<file path="config.mk">
export PLATFORM = sky130hd
export DESIGN_NAME = uart_tx_arbiter_flat
export DESIGN_NICKNAME = d
export VERILOG_FILES = /design/src/rtl/uart_tx_arbiter_if.sv /design/src/rtl/uart_tx_arbiter.sv /design/src/flat_wrapper.sv
export SDC_FILE = /design/constraint.sdc
export NUM_CORES = 1
export LEC_CHECK = 0
export ABC_AREA = 1
export BUFFER_PORTS_ARGS = -buffer_cell sky130_fd_sc_hd__buf_2
export CORE_ASPECT_RATIO = 1.5
export CORE_MARGIN = 2
export CORE_UTILIZATION = 48
export DETAILED_ROUTE_END_ITERATION = 8
export PLACE_DENSITY = 0.66
export RECOVER_POWER = 25
export SYNTH_ARGS = -nofsm -noshare
export SYNTH_HDL_FRONTEND = slang
export SYNTH_SLANG_ARGS = --single-unit
</file>
<file path="constraint.sdc">
create_clock -name clock -period 4.1 [get_ports clock]
set_input_delay 0.82 -clock clock [delete_from_list [all_inputs] [get_ports clock]]
set_output_delay 0.82 -clock clock [all_outputs]
set_load 0.005 [all_outputs]
</file>
<file path="src/rtl/uart_tx_arbiter_if.sv">
// Request/grant and serializer handshake bundle shared by the two frame
// requesters, the UART tx serializer and the arbiter between them.
interface uart_tx_arbiter_if;
  logic       req0;
  logic [7:0] frame0;
  logic       gnt0;
  logic       req1;
  logic [7:0] frame1;
  logic       gnt1;
  logic       tx_start;
  logic [7:0] tx_frame;
  logic       tx_done;
  logic       busy;
  logic [7:0] sent_count;
  logic       err_timeout;

  // Requester/serializer side
  modport master (
    output req0, frame0, req1, frame1, tx_done,
    input  gnt0, gnt1, tx_start, tx_frame, busy, sent_count, err_timeout
  );

  // Arbiter side
  modport slave (
    input  req0, frame0, req1, frame1, tx_done,
    output gnt0, gnt1, tx_start, tx_frame, busy, sent_count, err_timeout
  );
endinterface

</file>
<file path="src/rtl/uart_tx_arbiter.sv">
// Round-robin arbiter sharing one UART tx serializer between two frame
// requesters, with a done watchdog and an enforced inter-frame gap.
module uart_tx_arbiter #(
  parameter int TIMEOUT = 60000,
  parameter int GAP     = 2
) (
  input  logic             clock,
  input  logic             reset,
  uart_tx_arbiter_if.slave bus
);
  localparam int WD_W     = 17;
  // SPACE always lasts at least one cycle, even when GAP is zero
  localparam int GAP_LAST = (GAP > 1) ? GAP - 1 : 0;

  typedef enum logic [2:0] {IDLE, GRANT, START, WAIT_DONE, SPACE} state_t;

  state_t          state_reg, state_next;
  logic            last_reg, last_next;
  logic [WD_W-1:0] wd_reg, wd_next;
  logic [3:0]      gap_reg, gap_next;
  logic [7:0]      frame_reg, frame_next;
  logic [7:0]      count_reg, count_next;
  logic            err_reg, err_next;
  logic            gnt0_reg, gnt0_next;
  logic            gnt1_reg, gnt1_next;
  logic            start_reg, start_next;
  logic            busy_reg, busy_next;

  always_ff @(posedge clock) begin
    if (reset) begin
      state_reg <= IDLE;
      last_reg  <= 1'b1;
      wd_reg    <= '0;
      gap_reg   <= '0;
      frame_reg <= 8'h00;
      count_reg <= 8'h00;
      err_reg   <= 1'b0;
      gnt0_reg  <= 1'b0;
      gnt1_reg  <= 1'b0;
      start_reg <= 1'b0;
      busy_reg  <= 1'b0;
    end else begin
      state_reg <= state_next;
      last_reg  <= last_next;
      wd_reg    <= wd_next;
      gap_reg   <= gap_next;
      frame_reg <= frame_next;
      count_reg <= count_next;
      err_reg   <= err_next;
      gnt0_reg  <= gnt0_next;
      gnt1_reg  <= gnt1_next;
      start_reg <= start_next;
      busy_reg  <= busy_next;
    end
  end

  // Outputs are registered, so pulses are decided on the transition into a state
  always_comb begin
    state_next = state_reg;
    last_next  = last_reg;
    wd_next    = wd_reg;
    gap_next   = gap_reg;
    frame_next = frame_reg;
    count_next = count_reg;
    err_next   = err_reg;
    gnt0_next  = 1'b0;
    gnt1_next  = 1'b0;
    start_next = 1'b0;
    case (state_reg)
      IDLE: begin
        if (bus.req0 && (!bus.req1 || last_reg)) begin
          frame_next = bus.frame0;
          last_next  = 1'b0;
          gnt0_next  = 1'b1;
          state_next = GRANT;
        end else if (bus.req1) begin
          frame_next = bus.frame1;
          last_next  = 1'b1;
          gnt1_next  = 1'b1;
          state_next = GRANT;
        end
      end
      GRANT: begin
        start_next = 1'b1;
        state_next = START;
      end
      START: begin
        wd_next    = '0;
        state_next = WAIT_DONE;
      end
      WAIT_DONE: begin
        // done on the final watchdog cycle still counts as a good frame
        if (bus.tx_done) begin
          count_next = count_reg + 8'd1;
          gap_next   = '0;
          state_next = SPACE;
        end else if (wd_reg == WD_W'(TIMEOUT - 1)) begin
          err_next   = 1'b1;
          gap_next   = '0;
          state_next = SPACE;
        end else begin
          wd_next = wd_reg + 1'b1;
        end
      end
      SPACE: begin
        if (gap_reg >= 4'(GAP_LAST)) begin
          state_next = IDLE;
        end else begin
          gap_next = gap_reg + 4'd1;
        end
      end
      default: state_next = IDLE;
    endcase
    busy_next = (state_next != IDLE);
  end

  assign bus.gnt0        = gnt0_reg;
  assign bus.gnt1        = gnt1_reg;
  assign bus.tx_start    = start_reg;
  assign bus.tx_frame    = frame_reg;
  assign bus.busy        = busy_reg;
  assign bus.sent_count  = count_reg;
  assign bus.err_timeout = err_reg;
endmodule
</file>
<file path="src/flat_wrapper.sv">
// flat-port wrapper written by rule: the top's interface ports become plain ports
module uart_tx_arbiter_flat 
#(
  parameter int TIMEOUT = 60000,
  parameter int GAP     = 2
)
  (clock, reset, bus_req0, bus_frame0, bus_req1, bus_frame1, bus_tx_done, bus_gnt0, bus_gnt1, bus_tx_start, bus_tx_frame, bus_busy, bus_sent_count, bus_err_timeout);
  uart_tx_arbiter_if bus_i ();
  input  logic clock;
  input  logic reset;
  input wire logic [$bits(bus_i.req0)-1:0] bus_req0;
  input wire logic [$bits(bus_i.frame0)-1:0] bus_frame0;
  input wire logic [$bits(bus_i.req1)-1:0] bus_req1;
  input wire logic [$bits(bus_i.frame1)-1:0] bus_frame1;
  input wire logic [$bits(bus_i.tx_done)-1:0] bus_tx_done;
  output wire logic [$bits(bus_i.gnt0)-1:0] bus_gnt0;
  output wire logic [$bits(bus_i.gnt1)-1:0] bus_gnt1;
  output wire logic [$bits(bus_i.tx_start)-1:0] bus_tx_start;
  output wire logic [$bits(bus_i.tx_frame)-1:0] bus_tx_frame;
  output wire logic [$bits(bus_i.busy)-1:0] bus_busy;
  output wire logic [$bits(bus_i.sent_count)-1:0] bus_sent_count;
  output wire logic [$bits(bus_i.err_timeout)-1:0] bus_err_timeout;
  assign bus_i.req0 = bus_req0;
  assign bus_i.frame0 = bus_frame0;
  assign bus_i.req1 = bus_req1;
  assign bus_i.frame1 = bus_frame1;
  assign bus_i.tx_done = bus_tx_done;
  assign bus_gnt0 = bus_i.gnt0;
  assign bus_gnt1 = bus_i.gnt1;
  assign bus_tx_start = bus_i.tx_start;
  assign bus_tx_frame = bus_i.tx_frame;
  assign bus_busy = bus_i.busy;
  assign bus_sent_count = bus_i.sent_count;
  assign bus_err_timeout = bus_i.err_timeout;
  uart_tx_arbiter #(.TIMEOUT(TIMEOUT), .GAP(GAP)) u_core (.clock(clock), .reset(reset), .bus(bus_i));
endmodule
</file>
==> results.py, run 1 <==
metrics = {
    "run_status": {
        "outcome": "complete, but fails checks",
        "violations_in_the_final_reports": "max-capacitance violations, max-slew violations",
    },
    "critical_path": {
        "worstSetupEndpointType": "flop",
        "worst_setup_start_kind": "primary input",
        "worst_ep_arrival_time_ns": 2.83,
        "path_buf_inv": 2,
        "timing.critical_path.required_ns": 4.34,
        "cp-startpoint": "reset",
        "critical-path-slowest-cell": "sky130_fd_sc_hd__clkbuf_1",
        "critical_path.max_stage_delay_ns": 1.08,
        "reg2reg_to": "u_core.wd_reg[15]",
        "critical_path.max_fanout": 32,
        "timing_worst_setup_path_type": "primary input to flop",
        "worst-r2r-setup-slack_ns": 2.04,
        "startpoint_of_the_worst_slack_reg_to_reg_timing_path": "u_core.wd_reg[0]",
        "crit_chain": "clkbuf_1 > inv_1 > nand2_1 > nor2_1 > a21oi_1",
        "critical-path-top-delay-family": "buffers and inverters",
        "r2r_cells": 10,
    },
    "floorplanning": {
        "pin_count": 42,
        "initial_utilization_pct": 50.1,
        "row_count": 31,
        "coreArea_mm2": 0.00485,
        "die_area_mm2": 0.00566,
        "die_wd_um": 62.1,
        "die_y_um": 91.2,
    },
    "routing": {
        "route.vias.total": 2389,
        "drc": 0,
        "antenna_violating_nets_remaining": 0,
        "routed_wire_length_per_instance_um": 12.2,
        "met2RoutedLength_mm": 3.00,
        "drt_iter0_markers": 157,
        "detailedRoute.firstPassIterationCount": 4,
        "vias_per_cell": 5.15,
        "highest-signal-layer": "met4",
        "routed_wl_mm": 5.66,
        "m1WireLength_mm": 2.32,
        "dr_wl_met3_um": 225,
    },
    "pwr": {
        "switching_share_pct": 30.2,
        "power_switching_mw": 0.316,
        "power.leakage_nw": 1.06,
        "totalPowerFinal_mw": 1.05,
        "pwr-share-seq_pct": 48.0,
        "power.share.clock_pct": 33.3,
        "internal_power_mw": 0.732,
        "power-per-cell-area_mw_per_mm2": 380,
        "power.combinational.fraction_pct": 18.7,
        "vdd_ir_drop_max_mv": 0.339,
    },
    "sta": {
        "setup_viol_count_final": 0,
        "setup_skew_ns": 0.00655,
        "fin_ws_ns": 1.51,
        "final_max_slew_viol_count": 33,
        "worstMarginPinSlew_ns": 1.52,
        "max_freq_mhz": 386,
        "hold_violations": 0,
        "rsz0062_at_grt": "false",
        "fin_crit_sh_pct": 63.1,
        "fin_tns_setup_ns": 0,
        "max_slew_margin_pct": -1.60,
        "period_needed_ns": 2.59,
    },
    "worst_hold_path": {
        "hold-path-endpoint": "u_core.gap_reg[3]",
        "worstHoldStart": "u_core.gap_reg[3]",
        "min-delay-path-class": "flop to flop",
        "number_of_stages_on_the_worst_hold_path": 2,
    },
    "cells_and_area": {
        "final_nets": 423,
        "layout.core_utilization_pct": 56.8,
        "finish.instance_area_mm2": 0.00276,
        "largest_register_ffs": 17,
        "antenna_cells": 0,
        "area_growth_syn_to_layout_pct": 13.3,
        "final_layout_size_suffix_gt1_share_pct": 14.8,
    },
    "placed_design": {
        "place_hpwl_mm": 4.08,
        "placement.io_buffers": 41,
        "gp_routability_congestion": 0.907,
        "pre_cts_slack_ns": 1.98,
        "dpl_cell_area_mm2": 0.00265,
    },
    "clocking": {
        "clk_pin_slew_ns": 0.09,
        "tritoncts.num_buffers": 5,
        "htree_num_levels": 2,
        "cts.sinks": 46,
        "postCtsSetupRepairBufs": 0,
        "hold_buffers": 0,
        "clock-root-buffer": "sky130_fd_sc_hd__clkbuf_8",
        "post_cts_resize_count": 0,
        "clock_tree_from_tritoncts": "yes",
        "clk-insertion-delay-late_ns": 0.30,
        "ctsLongestPathBuffers": 2,
    },
    "global_routing": {
        "grt_util_all_layers_pct": 21.3,
        "antenna_found_initial": 0,
        "grt_pass1_wl_mm": 9.88,
        "grt_overflow_total": 0,
        "grt_start_max_net_pins": 33,
        "first_global_vias": 2307,
    },
    "job": {
        "max-cap-violations": 1,
    },
    "yosys": {
        "cell_taking_the_most_area_after_synthesis": "sky130_fd_sc_hd__dfxtp_1",
        "number_of_flops_mapped_to_enable_cells_by_yosys": 0,
        "synth_fp_nets": 386,
        "yosysWarnings": 0,
        "yosysMostFrequentCell": "sky130_fd_sc_hd__nand2_1",
        "synthArstFlopShare_pct": 0,
        "post_synth_most_frequent_cells": "sky130_fd_sc_hd__nand2_1 (82), sky130_fd_sc_hd__nor2_1 (64), sky130_fd_sc_hd__dfxtp_1 (46)",
        "prevailing_post_synth_register_cell": "sky130_fd_sc_hd__dfxtp_1",
        "yosys_cell_types": 32,
        "netlist_area_mm2": 0.00243,
        "sequential_element_share_of_the_synthesized_area_pct": 37.9,
        "postSynthRegisterBits": 46,
        "top_cells_by_area_in_the_synthesized_netlist": "sky130_fd_sc_hd__dfxtp_1 (38%), sky130_fd_sc_hd__nand2_1 (13%), sky130_fd_sc_hd__nor2_1 (9.9%), sky130_fd_sc_hd__a21oi_1 (6.6%), sky130_fd_sc_hd__nand3_1 (6.4%)",
        "post_synth_inst_count": 360,
        "area_share_of_the_largest_cell_type_after_synthesis_pct": 37.9,
        "syn-mean-instance-area_um2": 6.75,
    },
}
cell type report:
cell class / count / area [um^2]
fill: 500 / 2090
multi-input combinational: 272 / 1320
sequential: 46 / 921
timing repair buffer: 42 / 206
inverter: 30 / 113
tap: 66 / 82.6
clock buffer: 5 / 68.8
clock inverter: 3 / 47.5
metal layers:
layer / vias up / GRT usage (%)
li1: 1243 / -
met1: 1075 / 23.3
met2: 61 / 40.4
met3: 10 / 3.22
met4: 0 / 8.52
met5: - / 0
metrics by stage:
step,hold slack (ns),instances
after floorplan,0.418,360
after global placement,0.443,456
after detailed placement,0.447,456
after CTS,0.461,464
after global routing,0.465,464
final,0.457,464
power by group through the flow:
| stage | Clock [mW] | Combinational (mW) | Sequential (mW) |
|---|---|---|---|
| 6_report | 0.349 | 0.196 | 0.503 |
| 5_1_grt | 0.376 | 0.230 | 0.507 |
| 4_1_cts | 0.357 | 0.199 | 0.503 |
| 3_5_place_dp | 0 | 0.199 | 0.513 |
| 3_3_place_gp | 0 | 0.198 | 0.512 |
| 2_1_floorplan | 0 | 0.137 | 0.513 |
worst max-delay path by stage:
| stage | to | cells after the start |
|---|---|---|
| after CTS | u_core.wd_reg[15] | 10 |
| after floorplan | u_core.bus.busy | 5 |
| after detailed placement | u_core.last_reg | 5 |
| after global routing | u_core.last_reg | 5 |
| after global placement | u_core.last_reg | 5 |
| final | u_core.last_reg | 5 |
tightest hold or removal path, delay by kind of cell, from the launching register on:
family | cells | cell delay (ns)
flops | 1 | 0.33
simple gates | 2 | 0.10
cell usage in the layout (no fill, tap or decap), types with 2 or more instances in the layout:
cell type	n
sky130_fd_sc_hd__nand2_1	82
sky130_fd_sc_hd__nor2_1	64
sky130_fd_sc_hd__dfxtp_1	46
sky130_fd_sc_hd__buf_2	36
sky130_fd_sc_hd__a21oi_1	32
sky130_fd_sc_hd__nand3_1	31
sky130_fd_sc_hd__inv_1	29
sky130_fd_sc_hd__o21ai_0	12
sky130_fd_sc_hd__nand4_1	11
sky130_fd_sc_hd__nor3_1	7
sky130_fd_sc_hd__ha_1	5
sky130_fd_sc_hd__clkbuf_8	5
sky130_fd_sc_hd__clkbuf_1	5
sky130_fd_sc_hd__xor2_1	4
sky130_fd_sc_hd__xnor2_1	3
sky130_fd_sc_hd__nor2_2	2
sky130_fd_sc_hd__o21ai_2	2
sky130_fd_sc_hd__nand2_2	2
sky130_fd_sc_hd__nand3_2	2
sky130_fd_sc_hd__nand2_4	2
sky130_fd_sc_hd__a21oi_2	2
sky130_fd_sc_hd__o21ai_1	2
sky130_fd_sc_hd__o21bai_1	2
sky130_fd_sc_hd__inv_6	2
logic make-up (layout without fill, tap and decap cells):
logic type | after synthesis | after routing | share of synthesized area (%)
and+or+nand+nor | 206 | 206 | 37.0
AOI/OAI and AO/OA | 54 | 54 | 12.1
DFF | 46 | 46 | 37.9
buffers and inverters | 42 | 80 | 7.98
xor gates and xnor gates | 7 | 7 | 2.52
adders and majority gates | 5 | 5 | 2.57
(Power assumes the default switching activity.)
==> run 2, diff against run 1 <==
PLACE_DENSITY = 0.69   (was 0.66)
clock period = 2.28 ns   (was 4.1 ns; I/O delays follow)
==> run 2 against run 1 <==
The run still ends with max-capacitance violations, max-slew violations left. Sequential share of layout area decreased by 0.076 points. Sequential cell count unchanged. Via count increased by 0.50%. Clock power increased by 73%. Die area unchanged. Power increased by 78%. Routed wire length decreased by 1.4%. Critical path depth increased by 5. Clock-buffer cell count increased by 1. Register-to-register slack got worse by 1.7 ns. Non-clock buffer count increased by 3.
==> results.py, run 2 (synthesized netlist as in run 1, its figures left out) <==
metrics = {
    "run_status": {
        "outcome": "complete, but fails checks",
        "violations_in_the_final_reports": "max-capacitance violations, max-slew violations",
    },
    "floorplanning": {
        "die_y_um": 91.2,
        "pin_count": 42,
        "die_wd_um": 62.1,
        "coreArea_mm2": 0.00485,
        "die_area_mm2": 0.00566,
        "initial_utilization_pct": 50.1,
        "row_count": 31,
    },
    "clocking": {
        "clock_tree_from_tritoncts": "yes",
        "cts.sinks": 46,
        "postCtsSetupRepairBufs": 0,
        "post_cts_resize_count": 0,
        "hold_buffers": 0,
        "ctsLongestPathBuffers": 2,
        "clk_pin_slew_ns": 0.09,
        "clk-insertion-delay-late_ns": 0.30,
        "htree_num_levels": 2,
        "clock-root-buffer": "sky130_fd_sc_hd__clkbuf_8",
        "tritoncts.num_buffers": 5,
    },
    "job": {
        "max-cap-violations": 1,
    },
    "pwr": {
        "power.combinational.fraction_pct": 19.1,
        "power_switching_mw": 0.548,
        "power.share.clock_pct": 32.5,
        "pwr-share-seq_pct": 48.5,
        "totalPowerFinal_mw": 1.86,
        "internal_power_mw": 1.31,
        "switching_share_pct": 29.4,
        "power.leakage_nw": 1.05,
        "vdd_ir_drop_max_mv": 0.592,
        "power-per-cell-area_mw_per_mm2": 675,
    },
    "cells_and_area": {
        "final_layout_size_suffix_gt1_share_pct": 14.2,
        "layout.cells.most_common": "sky130_fd_sc_hd__nand2_1",
        "largest_register_ffs": 17,
        "area_growth_syn_to_layout_pct": 13.6,
        "antenna_cells": 0,
        "final_nets": 426,
        "layout_common_cells": "sky130_fd_sc_hd__nand2_1 (82), sky130_fd_sc_hd__nor2_1 (64), sky130_fd_sc_hd__dfxtp_1 (46)",
    },
    "sta": {
        "setup_skew_ns": 0.00739,
        "rsz0062_at_grt": "false",
        "fin_crit_sh_pct": 87.0,
        "setup_viol_count_final": 0,
        "hold_violations": 0,
        "period_needed_ns": 1.98,
        "worstMarginPinSlew_ns": 1.51,
        "fin_tns_setup_ns": 0,
        "max_freq_mhz": 504,
        "max_slew_margin_pct": -0.670,
        "fin_ws_ns": 0.296,
        "final_max_slew_viol_count": 32,
    },
    "routing": {
        "routed_wire_length_per_instance_um": 11.9,
        "antenna_violating_nets_remaining": 0,
        "vias_per_cell": 5.14,
        "routed_wl_mm": 5.58,
        "detailedRoute.firstPassIterationCount": 4,
        "m1WireLength_mm": 2.37,
        "route.vias.total": 2401,
        "drt_iter0_markers": 109,
        "dr_wl_met3_um": 217,
        "drc": 0,
        "met2RoutedLength_mm": 2.89,
        "highest-signal-layer": "met4",
    },
    "critical_path": {
        "critical-path-top-delay-family": "simple AND/OR/NAND/NOR gates",
        "critical_path.max_stage_delay_ns": 0.44,
        "critical-path-slowest-cell": "sky130_fd_sc_hd__dfxtp_1",
        "worstSetupEndpointType": "flop",
        "r2r_cells": 10,
        "worst_ep_arrival_time_ns": 2.10,
        "critical_path.max_fanout": 25,
        "worst_setup_start_kind": "flop",
        "timing_worst_setup_path_type": "flop to flop",
        "timing.critical_path.required_ns": 2.40,
        "crit_chain": "ha_1 > nand2_2 > inv_2 > nand2_2 > nor2_2 > nand3_2 > nand2_4 > nand2_4 > nand2_1 > a21oi_1",
        "crit_cells": 10,
        "path_buf_inv": 1,
    },
    "worst_hold_path": {
        "min-delay-path-class": "primary input to flop",
        "number_of_stages_on_the_worst_hold_path": 3,
    },
    "global_routing": {
        "first_global_vias": 2276,
        "grt_pass1_wl_mm": 9.64,
        "grt_overflow_total": 0,
        "grt_start_max_net_pins": 32,
        "grt_util_all_layers_pct": 20.6,
        "antenna_found_initial": 0,
    },
    "placed_design": {
        "gp_routability_congestion": 0.873,
        "pre_cts_slack_ns": 0.364,
        "placement.io_buffers": 41,
        "place_hpwl_mm": 4.03,
    },
}
-- run 2: cell types whose count changed in the layout (fill, tap and decap cells not counted), moves of 2 or more --
cell | previous run | this run
sky130_fd_sc_hd__buf_4 | 1 | 3
sky130_fd_sc_hd__clkbuf_1 | 5 | 8
sky130_fd_sc_hd__inv_6 | 2 | 0
sky130_fd_sc_hd__buf_2 | 36 | 34
-- run 2: metal layers --
| metal | global-route usage [%] | vias up |
|---|---|---|
| li1 | - | 1247 |
| met1 | 22.2 | 1103 |
| met2 | 39.6 | 43 |
| met3 | 3.97 | 8 |
| met4 | 7.04 | 0 |
| met5 | 0 | - |
-- run 2: path summary, 6_finish.rpt --
kind | end | from | slack (ns)
hold reg to reg | u_core.gap_reg[3] | u_core.gap_reg[3] | 0.45
setup / recovery | u_core.wd_reg[13] | u_core.wd_reg[0] | 0.30
setup reg to reg | u_core.wd_reg[13] | u_core.wd_reg[0] | 0.30
hold / removal | u_core.bus.gnt1 | bus_req1 | 0.41
-- run 2: worst min-delay path: stages --
cell and delay (ns):
sky130_fd_sc_hd__buf_2 0.11, sky130_fd_sc_hd__inv_1 0.06, sky130_fd_sc_hd__nor3_1 0.05
-- run 2: stage by stage --
step | instances | utilization (%) | hold slack, ns | instance area [um^2]
after floorplan | 360 | - | 0.418 | 2430
after detailed placement | 459 | 55.0 | 0.438 | 2670
final | 467 | 57.0 | 0.412 | 2760
after CTS | 467 | 57.3 | 0.431 | 2780
after global placement | 459 | 55.0 | 0.431 | 2670
after global routing | 467 | 57.0 | 0.434 | 2760
-- run 2: power groups by stage --
stage               clock network (mW)  registers, mW  logic [mW]
floorplan                            0          0.922       0.246
global placement                     0          0.921       0.364
detailed placement                   0          0.921       0.366
CTS                              0.621          0.904       0.367
global route                     0.644          0.911       0.408
finish                           0.605          0.903       0.355
-- run 2: cell type report --
cell class | instances | area (um^2)
inverters | 30 | 113
clock inverters | 2 | 37.5
flip-flops and latches | 46 | 921
clock buffers | 6 | 72.6
multi-input cells | 272 | 1310
repair buffers | 45 | 223
fillers | 497 | 2090
well taps | 66 | 82.6
